File: src/rtl/alu_result_stage_if.sv
// ---------------------------------------------------------------------------
// alu_result_stage_if
// Bundles the operand/result bus and both valid/ready handshakes of the
// ALU result stage.
//   a, b                 operands that fed basic_alu
//   a_plus_b .. a_xor_b  combinational basic_alu results
//   op                   operation select (0 ADD .. 6 PASS_A, 7 reserved)
//   in_valid / in_ready  upstream handshake
//   out_valid/out_ready  downstream handshake
//   result, carry, zero, neg, err   head entry of the output buffer
//   op_count             accepted operations, mod 256
// Modports: master = upstream producer + downstream consumer side,
//           slave  = the result stage itself.
// ---------------------------------------------------------------------------
interface alu_result_stage_if #(
   parameter int DATA_WIDTH = 4
);
   logic [DATA_WIDTH-1:0] a;
   logic [DATA_WIDTH-1:0] b;
   logic [DATA_WIDTH-1:0] a_plus_b;
   logic [DATA_WIDTH-1:0] a_minus_b;
   logic [DATA_WIDTH-1:0] not_a;
   logic [DATA_WIDTH-1:0] a_and_b;
   logic [DATA_WIDTH-1:0] a_or_b;
   logic [DATA_WIDTH-1:0] a_xor_b;
   logic [2:0]            op;
   logic                  in_valid;
   logic                  in_ready;
   logic                  out_valid;
   logic                  out_ready;
   logic [DATA_WIDTH-1:0] result;
   logic                  carry;
   logic                  zero;
   logic                  neg;
   logic                  err;
   logic [7:0]            op_count;

   modport master (
      output a, b, a_plus_b, a_minus_b, not_a, a_and_b, a_or_b, a_xor_b,
      output op, in_valid, out_ready,
      input  in_ready, out_valid, result, carry, zero, neg, err, op_count
   );

   modport slave (
      input  a, b, a_plus_b, a_minus_b, not_a, a_and_b, a_or_b, a_xor_b,
      input  op, in_valid, out_ready,
      output in_ready, out_valid, result, carry, zero, neg, err, op_count
   );
endinterface

File: src/rtl/alu_result_stage.sv
// ---------------------------------------------------------------------------
// alu_result_stage
// Registered output stage behind basic_alu. Selects one ALU result by opcode,
// derives carry/borrow, zero, negative and error flags, and buffers the
// selected entry in a 2-deep FIFO with valid/ready handshakes on both sides.
// Ports:
//   clk     rising-edge clock
//   resetn  asynchronous active-low reset (deassertion assumed synchronised
//           to clk by the reset tree)
//   bus     alu_result_stage_if.slave -- operands, ALU results, op select,
//           both handshakes, head-entry outputs and op_count
// ---------------------------------------------------------------------------
module alu_result_stage #(
   parameter int DATA_WIDTH = 4
) (
   input logic               clk,
   input logic               resetn,
   alu_result_stage_if.slave bus
);

   localparam int EntryWidth = DATA_WIDTH + 4;

   typedef enum logic [2:0] {
      OP_ADD    = 3'd0,
      OP_SUB    = 3'd1,
      OP_NOT    = 3'd2,
      OP_AND    = 3'd3,
      OP_OR     = 3'd4,
      OP_XOR    = 3'd5,
      OP_PASS_A = 3'd6,
      OP_RSVD   = 3'd7
   } op_e;

   // Entry layout: {err, neg, zero, carry, result}
   logic [EntryWidth-1:0] mem_q [2];
   logic [EntryWidth-1:0] last_q, last_d;
   logic                  rd_q, rd_d;
   logic                  wr_q, wr_d;
   logic [1:0]            count_q, count_d;
   logic [7:0]            op_count_q, op_count_d;

   logic [DATA_WIDTH:0]   sum_wide;
   logic [DATA_WIDTH-1:0] sel_result;
   logic                  sel_carry;
   logic                  sel_err;
   logic                  sel_zero;
   logic                  sel_neg;
   logic [EntryWidth-1:0] new_entry;
   logic [EntryWidth-1:0] head;
   logic                  push;
   logic                  pop;
   op_e                   op_sel;

   // Carry is taken from a widened add so it never relies on the truncated
   // ALU output.
   assign sum_wide = {1'b0, bus.a} + {1'b0, bus.b};
   assign op_sel   = op_e'(bus.op);

   // Result/flag selection. The reserved op yields a zero result, which
   // naturally gives zero=1 and neg=0.
   always_comb begin
      sel_result = '0;
      sel_carry  = 1'b0;
      sel_err    = 1'b0;
      case (op_sel)
         OP_ADD: begin
            sel_result = bus.a_plus_b;
            sel_carry  = sum_wide[DATA_WIDTH];
         end
         OP_SUB: begin
            sel_result = bus.a_minus_b;
            sel_carry  = (bus.a < bus.b);
         end
         OP_NOT:    sel_result = bus.not_a;
         OP_AND:    sel_result = bus.a_and_b;
         OP_OR:     sel_result = bus.a_or_b;
         OP_XOR:    sel_result = bus.a_xor_b;
         OP_PASS_A: sel_result = bus.a;
         OP_RSVD:   sel_err    = 1'b1;
         default:   sel_err    = 1'b1;
      endcase
   end

   assign sel_zero  = (sel_result == '0);
   assign sel_neg   = sel_result[DATA_WIDTH-1];
   assign new_entry = {sel_err, sel_neg, sel_zero, sel_carry, sel_result};

   // in_ready depends only on registered occupancy, so a full buffer refuses
   // a push even when it is popped in the same cycle.
   assign bus.in_ready  = (count_q != 2'd2);
   assign bus.out_valid = (count_q != 2'd0);
   assign push          = bus.in_valid && bus.in_ready;
   assign pop           = bus.out_valid && bus.out_ready;

   // When empty, the outputs keep showing the most recently popped entry.
   assign head         = bus.out_valid ? mem_q[rd_q] : last_q;
   assign bus.result   = head[DATA_WIDTH-1:0];
   assign bus.carry    = head[DATA_WIDTH];
   assign bus.zero     = head[DATA_WIDTH+1];
   assign bus.neg      = head[DATA_WIDTH+2];
   assign bus.err      = head[DATA_WIDTH+3];
   assign bus.op_count = op_count_q;

   // Next-state for pointers, occupancy, hold register and op counter.
   // One-bit pointers wrap 1->0 by themselves.
   always_comb begin
      rd_d       = rd_q;
      wr_d       = wr_q;
      count_d    = count_q;
      last_d     = last_q;
      op_count_d = op_count_q;
      if (push) begin
         wr_d       = ~wr_q;
         op_count_d = op_count_q + 8'd1;
      end
      if (pop) begin
         rd_d   = ~rd_q;
         last_d = mem_q[rd_q];
      end
      case ({push, pop})
         2'b10:   count_d = count_q + 2'd1;
         2'b01:   count_d = count_q - 2'd1;
         default: count_d = count_q;
      endcase
   end

   // State registers; entry storage is written at the tail on each push.
   always_ff @(posedge clk or negedge resetn) begin
      if (!resetn) begin
         mem_q[0]   <= '0;
         mem_q[1]   <= '0;
         last_q     <= '0;
         rd_q       <= 1'b0;
         wr_q       <= 1'b0;
         count_q    <= 2'd0;
         op_count_q <= 8'd0;
      end else begin
         if (push) begin
            mem_q[wr_q] <= new_entry;
         end
         last_q     <= last_d;
         rd_q       <= rd_d;
         wr_q       <= wr_d;
         count_q    <= count_d;
         op_count_q <= op_count_d;
      end
   end

endmodule

File: src/flat_wrapper.sv
// flat-port wrapper written by rule: the top's interface ports become plain ports
module alu_result_stage_flat 
#(
   parameter int DATA_WIDTH = 4
)
  (clk, resetn, bus_a, bus_b, bus_a_plus_b, bus_a_minus_b, bus_not_a, bus_a_and_b, bus_a_or_b, bus_a_xor_b, bus_op, bus_in_valid, bus_out_ready, bus_in_ready, bus_out_valid, bus_result, bus_carry, bus_zero, bus_neg, bus_err, bus_op_count);
  alu_result_stage_if #(.DATA_WIDTH(DATA_WIDTH)) bus_i ();
  input logic clk;
  input logic resetn;
  input wire logic [$bits(bus_i.a)-1:0] bus_a;
  input wire logic [$bits(bus_i.b)-1:0] bus_b;
  input wire logic [$bits(bus_i.a_plus_b)-1:0] bus_a_plus_b;
  input wire logic [$bits(bus_i.a_minus_b)-1:0] bus_a_minus_b;
  input wire logic [$bits(bus_i.not_a)-1:0] bus_not_a;
  input wire logic [$bits(bus_i.a_and_b)-1:0] bus_a_and_b;
  input wire logic [$bits(bus_i.a_or_b)-1:0] bus_a_or_b;
  input wire logic [$bits(bus_i.a_xor_b)-1:0] bus_a_xor_b;
  input wire logic [$bits(bus_i.op)-1:0] bus_op;
  input wire logic [$bits(bus_i.in_valid)-1:0] bus_in_valid;
  input wire logic [$bits(bus_i.out_ready)-1:0] bus_out_ready;
  output wire logic [$bits(bus_i.in_ready)-1:0] bus_in_ready;
  output wire logic [$bits(bus_i.out_valid)-1:0] bus_out_valid;
  output wire logic [$bits(bus_i.result)-1:0] bus_result;
  output wire logic [$bits(bus_i.carry)-1:0] bus_carry;
  output wire logic [$bits(bus_i.zero)-1:0] bus_zero;
  output wire logic [$bits(bus_i.neg)-1:0] bus_neg;
  output wire logic [$bits(bus_i.err)-1:0] bus_err;
  output wire logic [$bits(bus_i.op_count)-1:0] bus_op_count;
  assign bus_i.a = bus_a;
  assign bus_i.b = bus_b;
  assign bus_i.a_plus_b = bus_a_plus_b;
  assign bus_i.a_minus_b = bus_a_minus_b;
  assign bus_i.not_a = bus_not_a;
  assign bus_i.a_and_b = bus_a_and_b;
  assign bus_i.a_or_b = bus_a_or_b;
  assign bus_i.a_xor_b = bus_a_xor_b;
  assign bus_i.op = bus_op;
  assign bus_i.in_valid = bus_in_valid;
  assign bus_i.out_ready = bus_out_ready;
  assign bus_in_ready = bus_i.in_ready;
  assign bus_out_valid = bus_i.out_valid;
  assign bus_result = bus_i.result;
  assign bus_carry = bus_i.carry;
  assign bus_zero = bus_i.zero;
  assign bus_neg = bus_i.neg;
  assign bus_err = bus_i.err;
  assign bus_op_count = bus_i.op_count;
  alu_result_stage #(.DATA_WIDTH(DATA_WIDTH)) u_core (.clk(clk), .resetn(resetn), .bus(bus_i));
endmodule
File: config.mk
export PLATFORM = sky130hd
export DESIGN_NAME = alu_result_stage_flat
export DESIGN_NICKNAME = d
export VERILOG_FILES = /design/src/rtl/alu_result_stage_if.sv /design/src/rtl/alu_result_stage.sv /design/src/flat_wrapper.sv
export SDC_FILE = /design/constraint.sdc
export NUM_CORES = 1
export LEC_CHECK = 0
export BUFFER_PORTS_ARGS = -buffer_cell sky130_fd_sc_hd__clkbuf_2
export CAP_MARGIN = 20
export CORE_MARGIN = 8
export CORE_UTILIZATION = 58
export CTS_BUF_LIST = sky130_fd_sc_hd__clkbuf_4 sky130_fd_sc_hd__clkbuf_8
export DETAILED_ROUTE_END_ITERATION = 8
export PLACE_DENSITY_LB_ADDON = 0.1
export SYNTH_ARGS = -nofsm -noshare
export SYNTH_HDL_FRONTEND = slang
export SYNTH_SLANG_ARGS = --single-unit
export TNS_END_PERCENT = 20
File: constraint.sdc
create_clock -name clk -period 3.5 [get_ports clk]
set_clock_uncertainty 0.15 [all_clocks]
set_input_delay 0.35 -clock clk [delete_from_list [all_inputs] [get_ports clk]]
set_output_delay 0.35 -clock clk [all_outputs]
set_load 0.05 [all_outputs]
==> results of run 1 <==
metal layers:
layer	vias to the layer above	part of all wire [%]	track usage (%)
li1	795	-	-
met1	714	44	18.41
met2	40	49	26.38
met3	4	5.6	5.730
met4	0	1.0	5.987
met5	-	0	0
synthesized netlist by cell type:
| library cell | n | area, um^2 |
|---|---|---|
| a2111oi_1 | 2 | 20.02 |
| a21oi_1 | 11 | 55.05 |
| a221o_1 | 1 | 10.01 |
| a221oi_2 | 2 | 30.03 |
| a22o_1 | 1 | 8.760 |
| a22oi_1 | 1 | 7.510 |
| a41oi_1 | 2 | 17.52 |
| and2_1 | 1 | 6.260 |
| and2b_1 | 1 | 7.510 |
| and3_1 | 3 | 18.77 |
| and3b_1 | 1 | 8.760 |
| and4_1 | 1 | 8.760 |
| buf_1 | 1 | 3.750 |
| buf_2 | 2 | 10.01 |
| buf_4 | 1 | 7.510 |
| buf_6 | 3 | 33.78 |
| clkbuf_1 | 4 | 15.01 |
| dfrtp_1 | 33 | 825.8 |
| ha_1 | 8 | 100.1 |
| inv_1 | 10 | 37.54 |
| mux2_1 | 1 | 11.26 |
| mux2_2 | 11 | 123.9 |
| mux2i_1 | 11 | 110.1 |
| nand2_1 | 19 | 71.32 |
| nand2b_1 | 2 | 12.51 |
| nand3_1 | 2 | 10.01 |
| nand3b_1 | 3 | 22.52 |
| nand4_1 | 4 | 25.02 |
| nor2_1 | 11 | 41.29 |
| nor2b_1 | 4 | 25.02 |
| nor3_1 | 2 | 10.01 |
| nor3b_1 | 1 | 7.510 |
| nor4_1 | 2 | 12.51 |
| o211ai_1 | 1 | 7.510 |
| o21ai_0 | 10 | 50.05 |
| o21ai_1 | 4 | 20.02 |
| o2bb2ai_1 | 1 | 8.760 |
| o32ai_1 | 1 | 8.760 |
| o41ai_1 | 2 | 17.52 |
| or2_1 | 1 | 6.260 |
| or2_2 | 1 | 6.260 |
| or3_1 | 1 | 6.260 |
| xnor2_1 | 10 | 87.58 |
| xor2_1 | 1 | 8.760 |
tightest hold or removal path: cells and delay by family:
| kind | cells | cell delay (ps) |
|---|---|---|
| compound gates | 3 | 320 |
| buf+inv | 1 | 90 |
layout make-up:
class | count | area share, %
Sequential cell | 33 | 36.22
Inverter | 10 | 1.647
Timing Repair Buffer | 57 | 12.73
Tap cell | 46 | 2.525
Clock buffer | 7 | 2.580
Multi-Input combinational cell | 141 | 44.29
registers in the layout, indices dropped and copies added (netlist names):
signal	flops
u_core.last_q	7
u_core.bus.op_count	8
u_core.mem_q	14
u_core.wr_q	1
u_core.rd_q	1
u_core.count_q	2
power by group through the flow:
stage | combinational (W) | sequential, W | clock (W)
floorplan | 0.000845 | 0.000769 | 0
global placement | 0.00115 | 0.000692 | 0
detailed placement | 0.00116 | 0.000700 | 0
CTS | 0.00116 | 0.000691 | 0.000224
global route | 0.00124 | 0.000719 | 0.000243
finish | 0.00114 | 0.000690 | 0.000217
timing repair:
item	in CTS	in global routing
endpoints found under the hold margin	33	0
gates resized for setup	0	0
hold buffers	1	0
endpoints found under the setup margin	0	0
kinds of logic (layout without fill, tap and decap cells):
| logic type | Yosys count | after routing | synth area share, % |
|---|---|---|---|
| compound gates | 39 | 39 | 13.46 |
| xor+xnor | 11 | 11 | 4.958 |
| fa+ha+maj | 8 | 8 | 5.152 |
| buf+inv | 21 | 74 | 5.538 |
| flops | 33 | 33 | 42.50 |
| mux | 23 | 23 | 12.62 |
| simple gates | 60 | 60 | 15.78 |
through the flow:
step	hold slack, ps	cell area, um^2	total power, W
floorplan	-95.59	1943	0.001614
global placement	307.1	2211	0.001837
detailed placement	311.6	2211	0.001856
CTS	294.2	2280	0.002077
global route	296.4	2280	0.002206
finish	317.5	2280	0.002052
worst max path at each step:
stage,from,cells after the start,end,slack (ps)
floorplan,u_core.count_q[0],6,bus_result[3],410
global placement,u_core.count_q[0],6,u_core.count_q[1],1380
detailed placement,u_core.count_q[0],6,u_core.count_q[1],1330
CTS,u_core.count_q[0],3,bus_result[3],1310
global route,u_core.count_q[0],7,u_core.count_q[1],1160
finish,u_core.count_q[0],6,u_core.count_q[1],1320
==> results by group, run 1 <==
Outcome
  – Status: completed

Layout
  – Most frequent cells in the layout: clkbuf_2 (56), dfrtp_1 (33), nand2_1 (19)
  – Multi-input gate area: 1010 um^2
  – Layout net count: 295
  – N_diodes: 0
  – Area delta synth->final: 17.32%
  – Most common cell after layout, fill and taps aside: clkbuf_2
  – Sequential Area: 825.8 um^2
  – Non-filler cells, final: 294
  – Final Core Density: 69.41%
  – Layout cell share with drive strength beyond 1: 31.05%
  – Fillers: 271

Timing
  – Setup ws final: 1318 ps
  – Fmax: 0.4583 GHz
  – Max-slew violations: 0
  – Period utilization: 62.35%
  – Least-Margin Pin Slew: 770.4 ps
  – Final hold vios: 0
  – Fin crit period: 2182 ps
  – Max-slew headroom: 48.64%
  – RSZ-0062 raised after global routing: false
  – Setup violations, final: 0
  – Total negative slack: 0 ps

Global routing
  – Vias in the first global route: 1575
  – First-pass GRT wire length: 6755 um
  – Largest net degree at the start of global routing: 34
  – Initial antenna violation count: 0
  – Gr ovfl total: 0
  – Overall Global Routing Usage: 16.00%

Min path
  – WHS Endpoint: u_core.mem_q[13]
  – Worst hold stages: 4
  – Hold wc startpoint: bus_a_xor_b[2]
  – Hold WC Path Type: in -> reg

Route
  – Initial drt markers: 137
  – Remaining DRCs: 0
  – Post-route ant nets: 0
  – Final WL: 3931 um
  – TritonRoute pass-1 iters: 4
  – DR WL/cell: 13.37 um
  – Vias per Instance: 5.282
  – Total number of vias: 1553

Critical path
  – Buf/Inv on CP: 1
  – CP Class: reg -> reg
  – Crit-path cells: or2_2 > nand2_1 > inv_1 > ha_1 > nor2_1 > xor2_1
  – FF-to-FF setup slack: 1320 ps
  – Reg2Reg Depth: 6
  – Req. time, crit path: 3600 ps
  – CP top delay family: simple AND/OR/NAND/NOR gates
  – CP max stage cell: or2_2
  – Crit path DAT: 2290 ps
  – Reg-to-reg startpoint: u_core.count_q[0]
  – Reg-to-reg endpoint: u_core.count_q[1]
  – CP Max Fanout: 16
  – Max incr delay on CP: 430 ps
  – Worst setup EP type: flop
  – Startpoint Class: flop

Logic synthesis
  – Ys Warns: 0
  – Gate Count Post-Synth: 195
  – Syn nets: 242
  – Number of library cell types mapped by synthesis: 44
  – Post-Syn Area: 1943 um^2
  – Post-synthesis sequential area ratio: 42.50%
  – Post-Syn Area per Cell: 9.965 um^2
  – Seq cells post-synth: 33

Job
  – Max-Cap Viols: 0

CTS
  – Htree depth: 2
  – Setup bufs post-CTS: 0
  – CTS clk-pin slew, worst paths: 90 ps
  – Sink count of the clock tree: 33
  – Clock Latency Late Sink: 330 ps
  – CTS tree: built
  – CTS Root Buffer Type: clkbuf_4
  – Total CTS buffers: 5
  – Clock Tree Buf Depth: 2

Floorplanning
  – I/O Pins: 57
  – Die ar.: 5458 um^2
  – Initial Utilization: 59.16%
  – Die Wd: 73.88 um
  – CORE AREA: 3284 um^2
  – Rows: 21
  – DIE HEIGHT: 73.88 um

Placement
  – Number of port buffers: 56
  – Post-Place Setup Slack: 1330 ps
  – Placed cells: 286
  – Final GP Congestion: 0.7568
  – Post-DP HPWL: 3233 um

Pwr
  – Pwr/cell area: 900.0 nW/um^2
  – Switch Pwr: 0.001049 W
  – Int Power: 0.001002 W
  – Leakage: 1.131 nW
  – Sequential power share: 33.6%
  – Maximum VDD drop: 0.5212 mV
  – Clock power frac: 10.6%
  – Sw frac: 51.15%
  – Combinational Power Share: 55.8%
Note: power is estimated with default switching activity, not from simulation.
==> run 2, diff against run 1 <==
--- a/config.mk
+++ b/config.mk
@@ -8,7 +8,7 @@
 export BUFFER_PORTS_ARGS = -buffer_cell sky130_fd_sc_hd__clkbuf_2
 export CAP_MARGIN = 20
 export CORE_MARGIN = 8
-export CORE_UTILIZATION = 58
+export CORE_UTILIZATION = 53
 export CTS_BUF_LIST = sky130_fd_sc_hd__clkbuf_4 sky130_fd_sc_hd__clkbuf_8
 export DETAILED_ROUTE_END_ITERATION = 8
 export PLACE_DENSITY_LB_ADDON = 0.1
==> constraint.sdc (replaced) <==
create_clock -name clk -period 2.1 [get_ports clk]
set_clock_uncertainty 0.15 [all_clocks]
set_input_delay 0.21 -clock clk [delete_from_list [all_inputs] [get_ports clk]]
set_output_delay 0.21 -clock clk [all_outputs]
set_load 0.05 [all_outputs]
==> run 2 against run 1 <==
Worst setup slack lost 1200 ps; global-route usage fell by 1.4 points; count of clock-buffer cells in the layout did not move; combinational power is 82% higher; critical path depth down 3; total power is 81% higher; critical endpoint is now bus_result[3]; die area rose by 7.4%; critical path type is now reg -> out; utilization fell by 3.4 points; via count is 0.13% higher; highest routed layer unchanged; routed wire length grew 5.7%; design area grew 4.4%; non-clock buffer count rose by 3.
==> results by group, run 2 (same netlist as run 1, synthesis figures left out) <==
Outcome
  – Status: completed

CTS
  – CTS Root Buffer Type: clkbuf_8
  – Htree depth: 2
  – Sink count of the clock tree: 33
  – Clock Tree Buf Depth: 2
  – CTS tree: built
  – CTS clk-pin slew, worst paths: 60 ps
  – Clock Latency Late Sink: 280 ps
  – Total CTS buffers: 5

Global routing
  – Vias in the first global route: 1541
  – Largest net degree at the start of global routing: 34
  – Gr ovfl total: 0
  – Initial antenna violation count: 0
  – Overall Global Routing Usage: 14.62%
  – First-pass GRT wire length: 7051 um

Critical path
  – Crit path DAT: 1600 ps
  – CP Max Fanout: 8
  – Reg2Reg Depth: 6
  – Max incr delay on CP: 600 ps
  – Worst setup EP type: output port
  – CP Class: reg -> out
  – Reg-to-reg endpoint: u_core.count_q[1]
  – FF-to-FF setup slack: 350 ps
  – Reg-to-reg startpoint: u_core.count_q[0]
  – CP max stage cell: dfrtp_1
  – Crit path from: u_core.rd_q
  – Worst setup endpoint: bus_result[3]
  – Crit-path cells: mux2i_1 > a21oi_4 > clkbuf_2
  – Startpoint Class: flop
  – Req. time, crit path: 1740 ps

Placement
  – Placed cells: 291
  – Final GP Congestion: 0.8020
  – Number of port buffers: 56
  – Placed instance area: 2270 um^2
  – Post-DP HPWL: 3435 um

Timing
  – Setup violations, final: 0
  – Final hold vios: 0
  – RSZ-0062 raised after global routing: false
  – Fmax: 0.5111 GHz
  – Period utilization: 93.17%
  – Least-Margin Pin Slew: 779.1 ps
  – Fin crit period: 1957 ps
  – Max-slew headroom: 48.06%
  – Total negative slack: 0 ps
  – Max-slew violations: 0

Layout
  – Reg with most FFs: u_core.mem_q
  – N_diodes: 0
  – Most common cell after layout, fill and taps aside: clkbuf_2
  – Non-filler cells, final: 299
  – Layout net count: 298
  – Max reg flops: 14
  – Most frequent cells in the layout: clkbuf_2 (53), dfrtp_1 (33), nand2_1 (19)
  – Fillers: 313
  – Final Core Density: 66.00%
  – Layout cell share with drive strength beyond 1: 34.66%
  – Area delta synth->final: 22.47%
  – Finished Cell Area: 2380 um^2

Route
  – Final WL: 4157 um
  – TritonRoute pass-1 iters: 4
  – Initial drt markers: 68
  – Remaining DRCs: 0
  – Vias per Instance: 5.201
  – Post-route ant nets: 0
  – DR WL/cell: 13.90 um
  – Total number of vias: 1555

Pwr
  – Pwr/cell area: 1563 nW/um^2
  – Maximum VDD drop: 0.7229 mV
  – Leakage: 1.164 nW

Floorplanning
  – I/O Pins: 57
  – Initial Utilization: 53.89%
  – Die ar.: 5860 um^2
  – Rows: 22
  – DIE HEIGHT: 76.55 um
  – CORE AREA: 3606 um^2
  – Die Wd: 76.55 um

Min path
  – Hold WC Path Type: in -> reg

Job
  – Max-Cap Viols: 0
[run 2: changes by cell type in the layout (fill, tap and decap cells not counted)]
| cell | delta |
|---|---|
| a21oi_1 | -7 |
| a21oi_2 | +6 |
| clkbuf_8 | +5 |
| buf_4 | +3 |
| clkbuf_2 | -3 |
| clkbuf_4 | -2 |
| a21oi_4 | +1 |
| or2_2 | -1 |
| or2_4 | +1 |
[run 2: per-layer routing]
metal  track usage (%)  vias up  routed length, um
met5                 0        -                  0
met4             5.192        0                 49
met3             6.250        4                259
met2             24.16       44               2005
met1             16.36      708               1843
li1                  -      799                  -
[run 2: worst min-delay path by stage]
stage | cells past startpoint | startpoint | to
after global routing | 4 | bus_out_ready | u_core.rd_q
after global placement | 1 | resetn | u_core.last_q[0]
after CTS | 4 | bus_a_xor_b[2] | u_core.mem_q[13]
after floorplan | 0 | resetn | u_core.bus.op_count[0]
final | 4 | bus_a_xor_b[2] | u_core.mem_q[13]
after detailed placement | 1 | resetn | u_core.last_q[4]
[run 2: report_power, final]
part           switching (W)  internal, W
clock               0.000206     0.000272
combinational        0.00139     0.000688
sequential          0.000236     0.000923
[run 2: what timing repair did]
item | in CTS | in global routing
endpoints found under the setup margin | 3 | 3
endpoints found under the hold margin | 33 | 0
hold buffers | 1 | 0
buffers inserted | 0 | 0
cloned | 0 | 0
gates resized for setup | 3 | 1
[run 2: final cells by class]
| type | count | area (um^2) | share of cell area, % |
|---|---|---|---|
| Clock buffer | 7 | 90.09 | 3.785 |
| Timing Repair Buffer | 60 | 320.3 | 13.46 |
| Tap cell | 48 | 60.06 | 2.524 |
| Sequential cell | 33 | 825.8 | 34.70 |
| Multi-Input combinational cell | 141 | 1046 | 43.95 |
| Inverter | 10 | 37.54 | 1.577 |
[run 2: stage by stage]
step | hold slack, ps | setup slack (ps) | power, W
CTS | 200.1 | 10.80 | 0.003760
detailed placement | 176.8 | 235.1 | 0.003246
global placement | 175.8 | 248.0 | 0.003202
floorplan | -235.6 | 44.37 | 0.002823
global route | 260.1 | 42.43 | 0.003958
finish | 211.2 | 143.4 | 0.003719
[run 2: critical path: cells and delay by family (launching register included)]
family | cells | cell delay, ps
buffers and inverters | 1 | 240
multiplexers | 1 | 390
flip-flops | 1 | 600
AO/OA/AOI/OAI | 1 | 80
==> run 3, diff against run 2 <==
==> constraint.sdc (replaced) <==
create_clock -name clk -period 2.1 [get_ports clk]
set_clock_uncertainty 0.15 [all_clocks]
set_input_delay 0.21 -clock clk [delete_from_list [all_inputs] [get_ports clk]]
set_output_delay 0.21 -clock clk [all_outputs]
set_load 0.01 [all_outputs]
==> run 3 against run 2 <==
Via count is 1.4% higher; fmax is 2.9% higher; flip-flop and latch count stayed put; design area is 1.8% lower; clock power hardly changed; utilization is 1.2 points lower; count of clock-buffer cells in the layout stayed put; total power is 22% lower; register-to-register slack better by 50 ps; critical path type unchanged; critical endpoint unchanged.
==> results by group, run 3 (same netlist as run 1, synthesis figures left out) <==
Outcome
  – Status: completed

Critical path
  – CP Class: reg -> out
  – CP Max Fanout: 15
  – FF-to-FF setup slack: 400 ps
  – Worst setup EP type: output port
  – Crit path DAT: 1540 ps
  – Startpoint Class: flop
  – Reg2Reg Depth: 6
  – Crit path from: u_core.count_q[0]
  – Worst setup endpoint: bus_result[3]
  – Req. time, crit path: 1740 ps
  – Reg-to-reg endpoint: u_core.count_q[1]
  – Reg-to-reg startpoint: u_core.count_q[0]

Min path
  – Hold WC Path Type: in -> reg
  – Worst hold stages: 3

Timing
  – Max-slew violations: 0
  – Fin crit period: 1901 ps
  – Fin Hold WS: 217.3 ps
  – RSZ-0062 raised after global routing: false
  – Setup violations, final: 0
  – Max-slew headroom: 48.14%
  – Period utilization: 90.53%
  – Setup ws final: 198.8 ps
  – Total negative slack: 0 ps
  – Fmax: 0.5260 GHz
  – Least-Margin Pin Slew: 777.9 ps
  – Final hold vios: 0

Placement
  – Placed cells: 291
  – Final GP Congestion: 0.8058
  – Post-DP HPWL: 3282 um
  – Number of port buffers: 56
  – Post-Place Setup Slack: 226.4 ps

Route
  – TritonRoute pass-1 iters: 4
  – Initial drt markers: 75
  – Final WL: 4000 um
  – Post-route ant nets: 0
  – DR WL/cell: 13.38 um
  – Vias per Instance: 5.271
  – Total number of vias: 1576
  – Remaining DRCs: 0

CTS
  – CTS Root Buffer Type: clkbuf_8
  – Clock Tree Buf Depth: 2
  – CTS tree: built
  – CTS clk-pin slew, worst paths: 60 ps
  – Htree depth: 2
  – Total CTS buffers: 5
  – Sink count of the clock tree: 33
  – CTS-repair resized insts: 0
  – Clock Latency Late Sink: 280 ps

Layout
  – Reg with most FFs: u_core.mem_q
  – Non-filler cells, final: 299
  – Max reg flops: 14
  – Layout net count: 298
  – Most frequent cells in the layout: clkbuf_2 (56), dfrtp_1 (33), nand2_1 (19)
  – N_diodes: 0
  – Layout cell share with drive strength beyond 1: 31.87%
  – Most common cell after layout, fill and taps aside: clkbuf_2
  – Area delta synth->final: 20.22%

Global routing
  – Overall Global Routing Usage: 14.42%
  – First-pass GRT wire length: 7176 um
  – Largest net degree at the start of global routing: 34
  – Vias in the first global route: 1661
  – Gr ovfl total: 0
  – Initial antenna violation count: 0

Job
  – Max-Cap Viols: 0

Floorplanning
  – Die Wd: 76.55 um
  – Rows: 22
  – DIE HEIGHT: 76.55 um
  – I/O Pins: 57
  – CORE AREA: 3606 um^2
  – Die ar.: 5860 um^2
  – Initial Utilization: 53.89%

Pwr
  – Leakage: 1.158 nW
  – Pwr/cell area: 1241 nW/um^2
  – Maximum VDD drop: 0.4110 mV
[run 3: what timing repair did]
item,in CTS,in global routing
hold buffers,1,0
hold endpoints to repair,33,0
buffers inserted,0,0
[run 3: critical path, cell delays in order (launching register included)]
cell      delay, ps
dfrtp_1         420
or2_2           320
buf_4           190
a21oi_1         170
clkbuf_2        160
[run 3: power breakdown]
part           switching (W)  total [W]  leakage, nW  internal [W]
registers           0.000228    0.00115        0.414      0.000922
clock network       0.000207   0.000479       0.0477      0.000272
logic               0.000656    0.00127        0.696      0.000613
[run 3: metal layers]
layer | GRT usage [%] | vias up | part of all wire, %
li1 | - | 798 | -
met1 | 17.27 | 728 | 46
met2 | 23.56 | 45 | 47
met3 | 4.953 | 5 | 5.2
met4 | 4.615 | 0 | 1.4
met5 | 0 | - | 0
[run 3: metrics by stage]
step	total power [W]	util, %	instance area, um^2
floorplan	0.002018	-	1943
global placement	0.002431	62.01	2236
detailed placement	0.002460	62.01	2236
CTS	0.002944	64.78	2336
global route	0.003165	64.78	2336
finish	0.002899	64.78	2336
[run 3: how the worst min path moves through the flow]
stage	start	to
after global routing	bus_a_xor_b[2]	u_core.mem_q[13]
after CTS	bus_a_xor_b[2]	u_core.mem_q[5]
final	bus_in_valid	u_core.wr_q
after global placement	resetn	u_core.last_q[0]
after floorplan	resetn	u_core.bus.op_count[0]
after detailed placement	resetn	u_core.last_q[0]
[run 3: area by class of cell]
cell class	count	area [um^2]
Clock buffer	7	90.09
Fill cell	335	1270
Inverter	10	37.54
Multi-Input combinational cell	141	1010
Sequential cell	33	825.8
Tap cell	48	60.06
Timing Repair Buffer	60	312.8
